==> config.mk <==
export PLATFORM = sky130hd
export DESIGN_NAME = mac_output_stage
export DESIGN_NICKNAME = d
export VERILOG_FILES = /design/src/rtl/mac_output_stage_pkg.sv /design/src/rtl/sm_requant.sv /design/src/rtl/mac_output_stage.sv
export SDC_FILE = /design/constraint.sdc
export NUM_CORES = 1
export LEC_CHECK = 0
export CAP_MARGIN = 10
export CORE_ASPECT_RATIO = 1.1
export CORE_MARGIN = 3
export CORE_UTILIZATION = 42
export DETAILED_ROUTE_END_ITERATION = 8
export HOLD_SLACK_MARGIN = 0.06
export PLACE_DENSITY = 0.82
export RECOVER_POWER = 50
export SKIP_LAST_GASP = 1
export SYNTH_ARGS = -nofsm -noshare
export SYNTH_HDL_FRONTEND = slang
export SYNTH_SLANG_ARGS = --single-unit
==> constraint.sdc <==
create_clock -name clk -period 1.94 [get_ports clk]
set_input_delay 0.291 -clock clk [delete_from_list [all_inputs] [get_ports clk]]
set_output_delay 0.291 -clock clk [all_outputs]
set_load 0.02 [all_outputs]
==> src/rtl/mac_output_stage_pkg.sv <==
// Shared types and constants for the MAC drain stage and its requantizer.
// Holds the default operand geometry, the rounding constant, the state
// encoding and the activation select codes.
package mac_output_stage_pkg;

  // Default operand geometry: N-bit Q(Q) operands, 2N-bit Q(2Q) accumulator.
  localparam int unsigned N_DEF   = 8;
  localparam int unsigned Q_DEF   = 5;
  localparam int unsigned ACC_W   = 2 * N_DEF;
  localparam int unsigned ROUND_K = 1 << (Q_DEF - 1);

  // Activation select codes.
  localparam int unsigned ACT_NONE = 0;
  localparam int unsigned ACT_RELU = 1;

  typedef enum logic [0:0] {
    ACCUM   = 1'b0,
    CAPTURE = 1'b1
  } state_e;

  // Half an output LSB expressed in accumulator LSBs (2^(q-1)).
  function automatic int unsigned round_k(input int unsigned q);
    return (q == 0) ? 0 : (1 << (q - 1));
  endfunction

  // Largest sign-magnitude magnitude representable in n bits.
  function automatic int unsigned mag_max(input int unsigned n);
    return (1 << (n - 1)) - 1;
  endfunction

endpackage

==> src/rtl/sm_requant.sv <==
// Combinational requantizer for sign-magnitude values.
// Narrows a 2N-bit Q(2Q) sign-magnitude value to N-bit Q(Q) with
// round-half-away-from-zero, saturation and an optional ReLU.
// Ports:
//   acc        2N-bit sign-magnitude input, MSB is the sign
//   force_sat  force a saturated result (e.g. sticky upstream overflow)
//   data_c     N-bit sign-magnitude result
//   sat_c      result magnitude was clipped
module sm_requant
  import mac_output_stage_pkg::*;
#(
  parameter int unsigned N   = N_DEF,
  parameter int unsigned Q   = Q_DEF,
  parameter int unsigned ACT = ACT_NONE
) (
  input  logic [2*N-1:0] acc,
  input  logic           force_sat,
  output logic [N-1:0]   data_c,
  output logic           sat_c
);

  localparam int unsigned W = 2 * N;
  localparam logic [W-1:0] RND = W'(round_k(Q));
  localparam logic [W-1:0] MAX = W'(mag_max(N));

  logic [W-1:0] rounded;
  logic [W-1:0] shifted;
  logic [N-2:0] mag;
  logic         neg;

  // Adding half an LSB to the magnitude before truncation rounds ties
  // away from zero for both signs. The top bit is cleared so the sum
  // cannot carry out of W bits.
  always_comb begin
    rounded = {1'b0, acc[W-2:0]} + RND;
    shifted = rounded >> Q;
    sat_c   = force_sat | (shifted > MAX);
    mag     = sat_c ? MAX[N-2:0] : shifted[N-2:0];
    // A zero magnitude never carries a sign, so -0 is never produced.
    neg     = acc[W-1] & (mag != '0);
    data_c  = {neg, mag};
    if ((ACT == ACT_RELU) && neg) begin
      data_c = '0;
    end
  end

endmodule

==> src/rtl/mac_output_stage.sv <==
// Drain stage for the fixed-point MAC.
// Counts N_TERMS accepted terms, then captures the MAC accumulator,
// requantizes it and presents it on a valid/ready output register.
// Every capture pulses mac_clear to reset the MAC for the next vector.
// Ports:
//   clk, reset  clock, synchronous active-high reset
//   term_valid  upstream presents a product this cycle
//   acc_in      MAC accumulator, 2N-bit sign-magnitude Q(2Q)
//   acc_ovf     MAC adder overflow for the current add
//   out_ready   consumer accepts out_data
//   mac_clear   registered clear to the MAC
//   out_valid   out_data/out_sat hold a result
//   out_data    N-bit sign-magnitude Q(Q) result
//   out_sat     result saturated (range or sticky overflow)
//   busy        waiting to hand a captured result to the output register
module mac_output_stage
  import mac_output_stage_pkg::*;
#(
  parameter int unsigned Q       = Q_DEF,
  parameter int unsigned N       = N_DEF,
  parameter int unsigned N_TERMS = 4,
  parameter int unsigned ACT     = ACT_NONE
) (
  input  logic           clk,
  input  logic           reset,
  input  logic           term_valid,
  input  logic [2*N-1:0] acc_in,
  input  logic           acc_ovf,
  input  logic           out_ready,
  output logic           mac_clear,
  output logic           out_valid,
  output logic [N-1:0]   out_data,
  output logic           out_sat,
  output logic           busy
);

  localparam int unsigned CNT_W = $clog2(N_TERMS + 1);
  localparam logic [CNT_W-1:0] LAST = CNT_W'(N_TERMS);

  state_e           state_q, state_d;
  logic [CNT_W-1:0] count_q, count_d, count_inc;
  logic             sticky_q, sticky_d;
  logic             clr_pend_q, clr_pend_d;
  logic             mac_clear_d;
  logic             out_valid_d;
  logic [N-1:0]     out_data_d;
  logic             out_sat_d;
  logic             busy_d;

  logic [N-1:0]     conv_data;
  logic             conv_sat;

  // Requantize whatever the MAC currently holds; only used in CAPTURE,
  // where upstream keeps the accumulator still.
  sm_requant #(
    .N   (N),
    .Q   (Q),
    .ACT (ACT)
  ) u_requant (
    .acc       (acc_in),
    .force_sat (sticky_q),
    .data_c    (conv_data),
    .sat_c     (conv_sat)
  );

  // Next-state and next-output logic.
  always_comb begin
    state_d     = state_q;
    count_d     = count_q;
    sticky_d    = sticky_q;
    clr_pend_d  = 1'b0;
    mac_clear_d = clr_pend_q;
    out_valid_d = out_valid & ~out_ready;
    out_data_d  = out_data;
    out_sat_d   = out_sat;
    count_inc   = count_q + CNT_W'(1);

    case (state_q)
      ACCUM: begin
        // Terms presented while the MAC is being cleared never reach it.
        if (term_valid && !mac_clear) begin
          count_d  = count_inc;
          sticky_d = sticky_q | acc_ovf;
          if (count_inc == LAST) begin
            state_d = CAPTURE;
          end
        end
      end
      CAPTURE: begin
        // Load when the output register is empty or drains on this edge.
        if (!out_valid || out_ready) begin
          out_valid_d = 1'b1;
          out_data_d  = conv_data;
          out_sat_d   = conv_sat;
          mac_clear_d = 1'b1;
          count_d     = '0;
          sticky_d    = 1'b0;
          state_d     = ACCUM;
        end
      end
      default: begin
        state_d = ACCUM;
      end
    endcase

    busy_d = (state_d == CAPTURE);
  end

  // State and output registers. Reset raises mac_clear for two cycles via
  // clr_pend so the MAC is cleared even if reset lasts a single cycle.
  always_ff @(posedge clk) begin
    if (reset) begin
      state_q    <= ACCUM;
      count_q    <= '0;
      sticky_q   <= 1'b0;
      clr_pend_q <= 1'b1;
      mac_clear  <= 1'b1;
      out_valid  <= 1'b0;
      out_data   <= '0;
      out_sat    <= 1'b0;
      busy       <= 1'b0;
    end else begin
      state_q    <= state_d;
      count_q    <= count_d;
      sticky_q   <= sticky_d;
      clr_pend_q <= clr_pend_d;
      mac_clear  <= mac_clear_d;
      out_valid  <= out_valid_d;
      out_data   <= out_data_d;
      out_sat    <= out_sat_d;
      busy       <= busy_d;
    end
  end

endmodule
After elaboration in Yosys (flattened, before gate mapping)
Index checks and enable logic that the tools add are counted.
- multiplexer cells: 16
- multiply operators: 0
- bitwise gates (word level): 6
- reduce and logical (&&, ||, !) cells: 7
- eq/ne operators: 3
- $lt $le $gt $ge: 1
- divide/modulo/power cells: 0
- shift operators: 0
- add/subtract/negate cells: 2
- operators with widths (operator ; number):
    $add A15 B5 Y16 const B ; 1
    $gt A11 B7 Y1 const B ; 1
    $mux W1 ; 10
    $mux W7 ; 1
    $reduce_bool A7 Y1 ; 1
    $mux W3 ; 2
    $pmux W3 S2 ; 1
    $pmux W1 S2 ; 2
    $reduce_and A2 Y1 ; 2
    $add A3 B1 Y3 const B ; 1
    $eq A3 B3 Y1 const B ; 1
    $and A1 B1 Y1 ; 2
    $logic_not A1 Y1 ; 2
    $ne A2 B1 Y1 const B ; 1
    $ne A2 B2 Y1 const B ; 1
    $not A1 Y1 ; 2
    $or A1 B1 Y1 ; 2
    $logic_and A1 B1 Y1 ; 1
    $logic_or A1 B1 Y1 ; 1
- bits of input ports: 21
- memory bits (read-only): 0
- memory bits (writable): 0
- register bits after elaboration: 17
- memories: 0
- logic and storage cells: 43
- latch bits: 0

Longest topological paths before layout
Gate-level depths: netlist (run 1).
- depth in word-level cells: 6
- depth in mapped cells: 5
- gate-level depth less buffers: 5

Hierarchy
From an unflattened synthesis (run 1), not the netlist that was laid out.
- cell total of the unflattened synthesis: 119
- area, all modules: 920.9 µm²
- by module, submodules not included (module ; cells each ; area each (µm²) ; instances ; sequential area each (µm²)):
    mac_output_stage ; 74 ; 649.4 ; 1 ; 340.3
    sm_requant ; 45 ; 271.5 ; 1 ; 0.0

Worst setup path before layout (run 1)
OpenSTA, ideal clock, no wires.
- path type: input port to flip-flop
- start: in acc_in[4]
- end: reg out_data[7]
- arrival: 1.587 ns
- setup time: 0.139 ns
- cell stages on the path: 5
- path buffers: 0
- slack: 0.214 ns
- required time: 1.801 ns
- cell sequence: ha_1 -> nand3_1 -> or4b_4 -> a2111oi_4 -> a311oi_1
- longest elaborated chain between the ends: 6
- ends and longest elaborated chain (item ; RTL line ; RTL):
    start, declared ; mac_output_stage.sv:27 ; input logic [2*N-1:0] acc_in,
    $add A15 B5 Y16 (*) ; sm_requant.sv:35 ; rounded = {1'b0, acc[W-2:0]} + RND;
    $gt A11 B7 Y1 ; sm_requant.sv:37 ; sat_c = force_sat | (shifted > MAX);
    $or A1 B1 Y1 ; sm_requant.sv:37 ;
    $mux W7 (*) ; sm_requant.sv:38 ; mag = sat_c ? MAX[N-2:0] : shifted[N-2:0];
    $reduce_bool A7 Y1 (*) ; sm_requant.sv:40 ; neg = acc[W-1] & (mag != '0);
    $and A1 B1 Y1 (*) ; sm_requant.sv:40 ;
    end signal, assigned ; mac_output_stage.sv:129 ; out_data <= out_data_d;
    end, declared ; mac_output_stage.sv:32 ; output logic [N-1:0] out_data,
Mark *: on every way between the ends. The rest lies on a longest branch, timed or not.
A chain may end at the register's enable or synchronous reset.

Worst setup path in the final report (run 1)
- start: in acc_in[6]
- end: reg out_data[0]
- longest elaborated chain between the ends: 4
- ends and longest elaborated chain (item ; RTL line):
    $add A15 B5 Y16 ; sm_requant.sv:35
    $gt A11 B7 Y1 ; sm_requant.sv:37
    $or A1 B1 Y1 ; sm_requant.sv:37
    $mux W7 ; sm_requant.sv:38
No other way between the ends.

==> results of run 1 <==
[synthesized netlist by cell type, types with 2 or more instances]
cell type	count	area share
a211oi_1	7	0.060
a21oi_1	6	0.034
a31oi_1	2	0.014
clkbuf_1	3	0.013
dfxtp_1	17	0.39
ha_1	3	0.043
inv_1	5	0.022
mux2i_1	2	0.023
nand2_1	4	0.017
nand2b_1	3	0.022
nand3_1	3	0.017
nor2_1	14	0.060
nor3_1	4	0.023
or2_2	2	0.014
xnor2_1	2	0.020
xor2_1	2	0.020
[metrics by stage]
stage          hold slack (ns)  total power [mW]  TNS (ns)  worst slack [ns]  instance area, um^2
2_1_floorplan           0.3187            0.4113         0            0.2140                872.1
3_3_place_gp            0.3940            0.4745    -2.735           -0.3295                 1265
3_5_place_dp            0.4407            0.4785    -3.338           -0.3996                 1265
4_1_cts                 0.4546            0.6583         0            0.1364                 1304
5_1_grt                 0.4666            0.6820         0           0.03471                 1300
6_report                0.4494            0.6478         0           0.09857                 1300
[sequential cells by signal (all words and copies together) (netlist names)]
signal,cells
out_sat,1
sticky_q,1
out_data,8
mac_clear,1
count_q,3
state_q,1
clr_pend_q,1
out_valid,1
[layer usage]
metal | up-vias | track usage | share of wire
met4 | 0 | 0.1060 | 0.022
li1 | 437 | - | -
met1 | 387 | 0.1771 | 0.41
met3 | 7 | 0.04709 | 0.059
met2 | 34 | 0.3170 | 0.51
met5 | - | 0 | 0
[power groups by stage]
stage | Combinational, mW | Sequential [mW] | Clock (mW)
3_5_place_dp | 0.115 | 0.364 | 0
2_1_floorplan | 0.0467 | 0.365 | 0
5_1_grt | 0.125 | 0.356 | 0.201
6_report | 0.115 | 0.355 | 0.178
4_1_cts | 0.116 | 0.355 | 0.187
3_3_place_gp | 0.111 | 0.363 | 0
[path summary, 6_finish.rpt]
| path | start | end | depth (start not counted) |
|---|---|---|---|
| worst min register to register | clr_pend_q | mac_clear | 1 |
| worst max register to register | sticky_q | out_data[7] | 3 |
| worst min-delay path | clr_pend_q | mac_clear | 1 |
| worst max-delay path | acc_in[6] | out_data[0] | 5 |
[logic make-up after synthesis]
logic type	share of synthesized area
muxes	0.03587
and+or+nand+nor	0.2310
AOI/OAI and AO/OA	0.2167
DFF	0.3902
adders and majority gates	0.04305
buffers and inverters	0.04305
xor gates and xnor gates	0.04018
[timing repair]
| action | in CTS | in global routing |
|---|---|---|
| setup endpoints to repair | 9 | 0 |
| buffers inserted | 1 | 0 |
| gates resized for setup | 4 | 0 |
[worst register-to-register path: stages, from the launching register on]
cell       delay (ns)
dfxtp_1          0.32
or3_1            0.47
a2111oi_4        0.37
a311oi_1         0.14
[final cells by class]
cell class,instances,share of cell area
multi-input combinational,71,0.3859
timing repair buffer,42,0.2916
sequential,17,0.2618
tap,27,0.02599
clock buffer,4,0.02021
inverter,5,0.01444
==> flow_metrics.env, run 1 <==
export IMPL_grt_max_degree=17
export IMPL_grt_pass1_vias=838
export IMPL_rsz0062_at_grt="false"
export IMPL_required_ns=2.08
export IMPL_n_antenna_cell=0
export IMPL_r2r_slack_ns=0.50
export IMPL_fillCellCount=160
export IMPL_async_flop_share=0
export IMPL_critical_path_max_fanout=7
export IMPL_clock_root_buffer="clkbuf_4"
export IMPL_multi_input_comb_area_um2=501.7
export IMPL_critPathBufInv=1
export IMPL_synthFlopType="dfxtp_1"
export IMPL_synth_seq_area_share=0.3902
export IMPL_final_common_cell="clkdlybuf4s50_1"
export IMPL_finalMaxSlewViolations=0
export IMPL_tightestPinTransition_ns=0.7031
export IMPL_layout_drive_gt1_share=0.1799
export IMPL_swShare=0.2317
export IMPL_synthCells=97
export IMPL_power_frac_comb=0.177
export IMPL_cp_slowest_cell="or4b_4"
export IMPL_fp_dieH_um=53.79
export IMPL_syn2layout_area_growth_pct=49.07
export IMPL_cts_buffer_depth=2
export IMPL_cts_hold_fix_buffers=0
export IMPL_cp_end_kind="flop"
export IMPL_fin_nets=164
export IMPL_htreeDepth=1
export IMPL_slowest_delay_ns=0.59
export IMPL_dr_pass1_iters=4
export IMPL_clock_sinks=17
export IMPL_grt_pass1_wl_mm=3.443
export IMPL_grt_usage=0.1722
export IMPL_grt_ovfl_total=0
export IMPL_mostFrequentLayoutCells="clkdlybuf4s50_1, dfxtp_1, nor2_1, buf_4, dlygate4sd3_1"
export IMPL_routed_wl_mm=2.092
export IMPL_path_cells="clkdlybuf4s50_1 > nand3_2 > or4b_4 > a211oi_4 > a211oi_1"
export IMPL_startpoint_type="primary input"
export IMPL_rows=16
export IMPL_viasPerCell=5.211
export IMPL_syn_nets=121
export IMPL_drc_errors=0
export IMPL_antenna_found_initial=0
export IMPL_switchingPower_mw=0.1501
export IMPL_criticalPathCategory="in2reg"
export IMPL_arrival_ns=1.98
export IMPL_hold_path_class="reg2reg"
export IMPL_power_leakage_nw=0.4885
export IMPL_netlist_area_um2=872.1
export IMPL_finalCritPeriodShare=0.9492
export IMPL_synth_edf_count=0
export IMPL_clkPwrFrac=0.274
export IMPL_yosys_warnings=0
export IMPL_ios=33
export IMPL_fmax_mhz=543.1
export IMPL_drtAntennaViolNets=0
export IMPL_first_iter_violations=12
export IMPL_place_congestion=0.9191
export IMPL_die_w_um=49.45
export IMPL_io_buffers=28
export IMPL_core_um2=1862
export IMPL_intPower_mw=0.4977
export IMPL_dp_hpwl_mm=1.708
export IMPL_via_count=865
export IMPL_yosysUniqueCellTypes=34
export IMPL_clk_latency_ns=0.28
export IMPL_crit_family="simple AND/OR/NAND/NOR gates"
export IMPL_clk_pin_slew_ns=0.09
export IMPL_fin_worst_skew_ns=0.0008315
export IMPL_cts_inserted_buffers=3
export IMPL_stdcell_count=166
export IMPL_cts_tree="built"
export IMPL_cellPowerDensity_nw_per_um2=498.3
export IMPL_relSlewSlack=0.5313
export IMPL_wl_per_cell_um=12.60
export IMPL_ys_ff_latch=17
export IMPL_postSynthAreaPerCell_um2=8.991
export IMPL_dieArea_um2=2660
export IMPL_final_setup_viol_count=0
export IMPL_hold_viol=0
export IMPL_utilization=0.6983
export IMPL_peakVddDrop_mv=0.3315
export IMPL_min_period_ns=1.841
export IMPL_dp_cells=161
export IMPL_outcome="finished clean"
export IMPL_drv_cap=0
export IMPL_seq_area_um2=340.3
export IMPL_seqPwrFrac=0.549
export IMPL_initial_core_util=0.4684
No activity file was read; power rests on OpenSTA's default activity.
==> run 2, diff against run 1 <==
- CTS_CLUSTER_SIZE: default -> 40
==> results of run 2 <==
Final layout, timing and power as in run 1 (identical DEF).
